**config.mk**
```make
export PLATFORM = sky130hd
export DESIGN_NAME = sram_burst_master
export DESIGN_NICKNAME = d
export VERILOG_FILES = /design/src/rtl/sram_burst_master.sv
export SDC_FILE = /design/constraint.sdc
export NUM_CORES = 1
export LEC_CHECK = 0
export CORE_MARGIN = 2
export CORE_UTILIZATION = 42
export CTS_BUF_LIST = sky130_fd_sc_hd__clkbuf_8
export CTS_CLUSTER_DIAMETER = 60
export DETAILED_ROUTE_END_ITERATION = 7
export PLACE_DENSITY = 0.82
export SLEW_MARGIN = 10
export SYNTH_ARGS = -nofsm -noshare
export SYNTH_HDL_FRONTEND = slang
export SYNTH_SLANG_ARGS = --single-unit
```
**constraint.sdc**
```tcl
create_clock -name CLK -period 2.72 [get_ports CLK]
set_input_delay 0.408 -clock CLK [delete_from_list [all_inputs] [get_ports CLK]]
set_output_delay 0.408 -clock CLK [all_outputs]
set_load 0.005 [all_outputs]
```
**src/rtl/sram_burst_master.sv**
```systemverilog
// Burst master for a single-port synchronous SRAM with registered read data.
// Write bursts stream wr_data straight onto the SRAM pins; read bursts are
// throttled so returning words always fit in a 2-entry output FIFO.
module sram_burst_master #(
  parameter int unsigned BITS       = 32,
  parameter int unsigned ADDR_WIDTH = 3,
  parameter int unsigned WORD_DEPTH = 8
) (
  input  logic                  CLK,
  input  logic                  RST,
  input  logic                  cmd_valid,
  output logic                  cmd_ready,
  input  logic                  cmd_write,
  input  logic [ADDR_WIDTH-1:0] cmd_addr,
  input  logic [ADDR_WIDTH-1:0] cmd_len,
  input  logic                  wr_valid,
  output logic                  wr_ready,
  input  logic [BITS-1:0]       wr_data,
  output logic                  rd_valid,
  input  logic                  rd_ready,
  output logic [BITS-1:0]       rd_data,
  output logic                  busy,
  output logic                  sram_CEN,
  output logic                  sram_WEN,
  output logic [ADDR_WIDTH-1:0] sram_A,
  output logic [BITS-1:0]       sram_D,
  input  logic [BITS-1:0]       sram_Q
);

  typedef enum logic [1:0] {StIdle, StWrite, StRead, StDrain} state_e;

  state_e                state_q, state_d;
  logic [ADDR_WIDTH-1:0] addr_q, addr_d;
  logic [ADDR_WIDTH-1:0] rem_q, rem_d;
  logic                  inflight_q, inflight_d;

  logic [BITS-1:0]       fifo_q [2];
  logic                  wptr_q, rptr_q;
  logic [1:0]            count_q;

  logic                  access;
  logic                  issue_rd;
  logic                  push;
  logic                  pop;
  logic [2:0]            level;
  logic [ADDR_WIDTH-1:0] addr_inc;

  // A read issued last cycle always lands in the FIFO this cycle.
  assign push     = inflight_q;
  assign rd_valid = (count_q != 2'd0);
  assign pop      = rd_valid & rd_ready;
  assign rd_data  = rd_valid ? fifo_q[rptr_q] : '0;
  assign busy     = (state_q != StIdle);

  // Projected FIFO fill once the word in flight lands and the current pop retires.
  assign level    = {1'b0, count_q} + {2'b00, inflight_q} - {2'b00, pop};
  assign issue_rd = (state_q == StRead) && (level < 3'd2);

  assign addr_inc = (addr_q == ADDR_WIDTH'(WORD_DEPTH - 1)) ? '0 : addr_q + ADDR_WIDTH'(1);

  assign sram_CEN = ~access;
  assign sram_A   = addr_q;

  // Next-state, burst bookkeeping and SRAM pin drive.
  always_comb begin
    state_d    = state_q;
    addr_d     = addr_q;
    rem_d      = rem_q;
    cmd_ready  = 1'b0;
    wr_ready   = 1'b0;
    access     = 1'b0;
    sram_WEN   = 1'b1;
    sram_D     = '0;
    inflight_d = issue_rd;

    unique case (state_q)
      StIdle: begin
        cmd_ready = 1'b1;
        if (cmd_valid) begin
          addr_d  = cmd_addr;
          rem_d   = cmd_len;
          state_d = cmd_write ? StWrite : StRead;
        end
      end
      StWrite: begin
        wr_ready = 1'b1;
        if (wr_valid) begin
          access   = 1'b1;
          sram_WEN = 1'b0;
          sram_D   = wr_data;
          if (rem_q == '0) state_d = StIdle;
        end
      end
      StRead: begin
        if (issue_rd) begin
          access = 1'b1;
          if (rem_q == '0) state_d = StDrain;
        end
      end
      StDrain: begin
        if (!inflight_q && ((count_q == 2'd0) || ((count_q == 2'd1) && pop))) begin
          state_d = StIdle;
        end
      end
      default: state_d = StIdle;
    endcase

    if (access) begin
      addr_d = addr_inc;
      rem_d  = rem_q - ADDR_WIDTH'(1);
    end
  end

  // Control state registers.
  always_ff @(posedge CLK) begin
    if (RST) begin
      state_q    <= StIdle;
      addr_q     <= '0;
      rem_q      <= '0;
      inflight_q <= 1'b0;
    end else begin
      state_q    <= state_d;
      addr_q     <= addr_d;
      rem_q      <= rem_d;
      inflight_q <= inflight_d;
    end
  end

  // Two-entry read-data FIFO; simultaneous push and pop keep the fill level.
  always_ff @(posedge CLK) begin
    if (RST) begin
      fifo_q[0] <= '0;
      fifo_q[1] <= '0;
      wptr_q    <= 1'b0;
      rptr_q    <= 1'b0;
      count_q   <= 2'd0;
    end else begin
      if (push) begin
        fifo_q[wptr_q] <= sram_Q;
        wptr_q         <= ~wptr_q;
      end
      if (pop) rptr_q <= ~rptr_q;
      unique case ({push, pop})
        2'b10:   count_q <= count_q + 2'd1;
        2'b01:   count_q <= count_q - 2'd1;
        default: count_q <= count_q;
      endcase
    end
  end

endmodule
```
==> metrics.txt <==
status=complete, but fails checks; failing checks=negative setup slack; predominant post-synthesis flop cell=edfxtp_1; dpl hpwl=7.16 mm; Core Box Area=9240 sq um; post-synth top area cell=edfxtp_1; met2 Use GR=0.370; Clock Tree Root=clkbuf_8; reg2reg path depth=12; worst r2r src=count_q[0]; clk buf depth=2; TritonCTS Sinks=78; EDFF count, synth=64; TritonCTS Buffers=9; Crit path depth=10; DRT Pass-1 Iters=4; clk slew on worst S/H paths=0.08 ns; M3 GR Usage=0.0476; reg2reg end=sram_A[0]; max-slew violations=0; Via Count=3188; Die H=102 microns; Layout Cells excl Fill=645; layer with the highest usage=met2; Post-Syn Nets=437; top cell type's share of synthesized area=0.479; Crit path top cell by count=inv_2; Ports=149; Worst EP required=2.31 ns; Yosys cell types=39; Setup crit end=sram_CEN; Clock Latency Late Sink=0.34 ns; FFs w/ async S/R, synth=0; die area=10300 sq um; Tightest Hold Check Type=flip-flop to flip-flop; Max Cap Violations=0; Yosys warning total=0; H-tree depth=3; CP cell instances=inv_2 > ha_4 > and2b_2 > xnor2_2 > and2_4 > inv_2 > fa_2 > nand3_2 > o21a_1 > buf_2; hold_ws=0.510 ns; P_leak=2.36 nW; grt ovf=0; Filler Cell Count=733; Layout Skew=0.00751 ns; path type of the worst setup path=flip-flop to output pin; Starting Density=0.434; pre-CTS WS=-0.409 ns; CP peak stage delay=0.53 ns; Yosys reg bits=78; Crit Path Max Fanout=2; grt met1 use=0.224; Mean Syn Cell Area=11.5 sq um; CP Buf/Inv Count=3; CP startpoint=count_q[0]; layout net count=598; setup ws final=-0.0876 ns; antenna viol nets, final=0; RSZ-0062 raised after global routing=true; area of the multi-input gates=1690 sq um; WL/cell=15.7 microns; Post-Syn Instances=350; vias in the first global route=3259; Worst EP arrival=2.40 ns; std cell rows=35; area grow syn2layout=49.4%; fin crit share=1.03; # setup viols final=1; Design Power=0.00450 W; hold buffer count at cts=0; CP delay by family, top=adder cells; Routed WL=10.1 mm; Buffers on Ports=148; worst slew pin tran=0.822 ns; most numerous cell in the Yosys netlist=and2_1; PD cells=750 nW/um^2; Seq. cell area=2210 sq um; FF-to-FF setup slack=0.12 ns; Hold Fails Final Rpt=0; DRT iter0 DRCs=65; Period minus WS final=2.81 ns; Synth Cell Area=4010 sq um; Slowest cell on crit path=fa_2; die width=102 microns; global-route wire length before repair=15.8 mm; total track usage=0.201; layout cell share with drive strength beyond 1=0.128; TritonCTS clock tree=yes; relative slew slack=0.452; final core utilization=0.648; FMAX=356 MHz; Synth top cells by count=and2_1 (65), edfxtp_1 (64), nor2_1 (42); initial antenna violation count=1; DRC=0; Via density=4.94; register area share after synthesis=0.549; VDD IR-drop max=0.000373 V; crit path capture type=output pin; largest net degree at the start of global routing=36; cell total after placement=623; GPL Wtd Cong=0.879; crit path launch type=flip-flop; top cells by area in the synthesized netlist=edfxtp_1 (48%), and2_1 (10%), mux2i_1 (8.7%)
[per-stage QoR]
step / setup TNS (ns) / instance area, sq um
global route: -0.195 / 5990
detailed placement: -1.24 / 5700
finish: -0.0876 / 5990
global placement: -0.629 / 5700
floorplan: 0 / 4010
CTS: -0.153 / 5970
[layer usage]
metal / share of wire / vias to the layer above / wire length (microns)
met5: 0 / - / 0
met4: 0.021 / 0 / 214
met3: 0.084 / 16 / 849
met2: 0.51 / 144 / 5180
met1: 0.38 / 1492 / 3890
li1: - / 1536 / -
[worst min path at each step]
stage                   from  endpoint  cells past startpoint
floorplan           rem_q[0]  rem_q[0]                      1
global placement    rem_q[0]  rem_q[0]                      1
detailed placement  rem_q[0]  rem_q[0]                      1
CTS                 rem_q[0]  rem_q[0]                      1
global route        rem_q[0]  rem_q[0]                      1
finish              rem_q[0]  rem_q[0]                      1
[cells in the final DEF (no fill, tap or decap), drive strengths merged]
cell             n
a211o            1
a211oi           1
a21boi           1
a21o             1
a21oi            2
a221oi           1
a311oi           4
a31oi            2
and2            65
and2b            2
and3            32
buf             28
bufinv           2
clkbuf           9
clkdlybuf4s50  147
clkinv           3
dfxtp           14
diode            1
edfxtp          64
fa               1
ha              10
inv             12
mux2             3
mux2i           35
nand2           10
nand2b           1
nand3            6
nand3b           1
nor2            42
nor3             2
nor3b            2
o21a             1
o21ai            2
or2              1
or3              2
xnor2            4
xor2             1
[timing repair]
| item | 4_1_cts | 5_1_grt |
|---|---|---|
| gates cloned | 0 | 0 |
| resized for setup | 14 | 3 |
| endpoints found under the setup margin | 1 | 22 |
| pin swaps | 6 | 6 |
| setup buffers | 5 | 1 |
[area by class of cell]
cell class | count | share of cell area
antenna | 1 | 0.000418
clock buffer | 9 | 0.0207
clock inverter | 6 | 0.0144
inverter | 11 | 0.00689
multi-input combinational | 236 | 0.282
sequential | 78 | 0.368
tap | 129 | 0.0269
timing repair buffer | 175 | 0.280
[report_power, final]
| group | switching, W | internal [W] |
|---|---|---|
| clock | 0.000427 | 0.000512 |
| sequential | 0.0000816 | 0.00148 |
| combinational | 0.000917 | 0.00108 |
[logic make-up (layout without fill, tap and decap cells)]
kind of cell,Yosys count,in the layout,share of synthesized area
buf+inv,36,201,0.0406
other cells,0,1,0
xor+xnor,5,5,0.0109
mux,38,38,0.0958
flops,78,78,0.549
fa+ha+maj,11,11,0.0362
simple gates,166,166,0.232
compound gates,16,16,0.0356
[state kept, by name, summed over array words and instances, names as in the netlist, named ones only]
| name | count |
|---|---|
| fifo_q | 64 |
| rem_q | 3 |
| sram_A | 3 |
| count_q | 2 |
| state_q | 2 |
| inflight_q | 1 |
| rptr_q | 1 |
| wptr_q | 1 |
[worst reg2reg max path, cell delays in order (launching register included)]
cell	delay [ns]
dfxtp_2	0.33
inv_2	0.07
ha_4	0.13
and2b_2	0.24
xnor2_2	0.16
and2_4	0.17
inv_2	0.03
fa_2	0.54
nand3_2	0.06
o21a_1	0.20
buf_4	0.18
or3_1	0.31
a21oi_1	0.13
(Power assumes the default switching activity.)
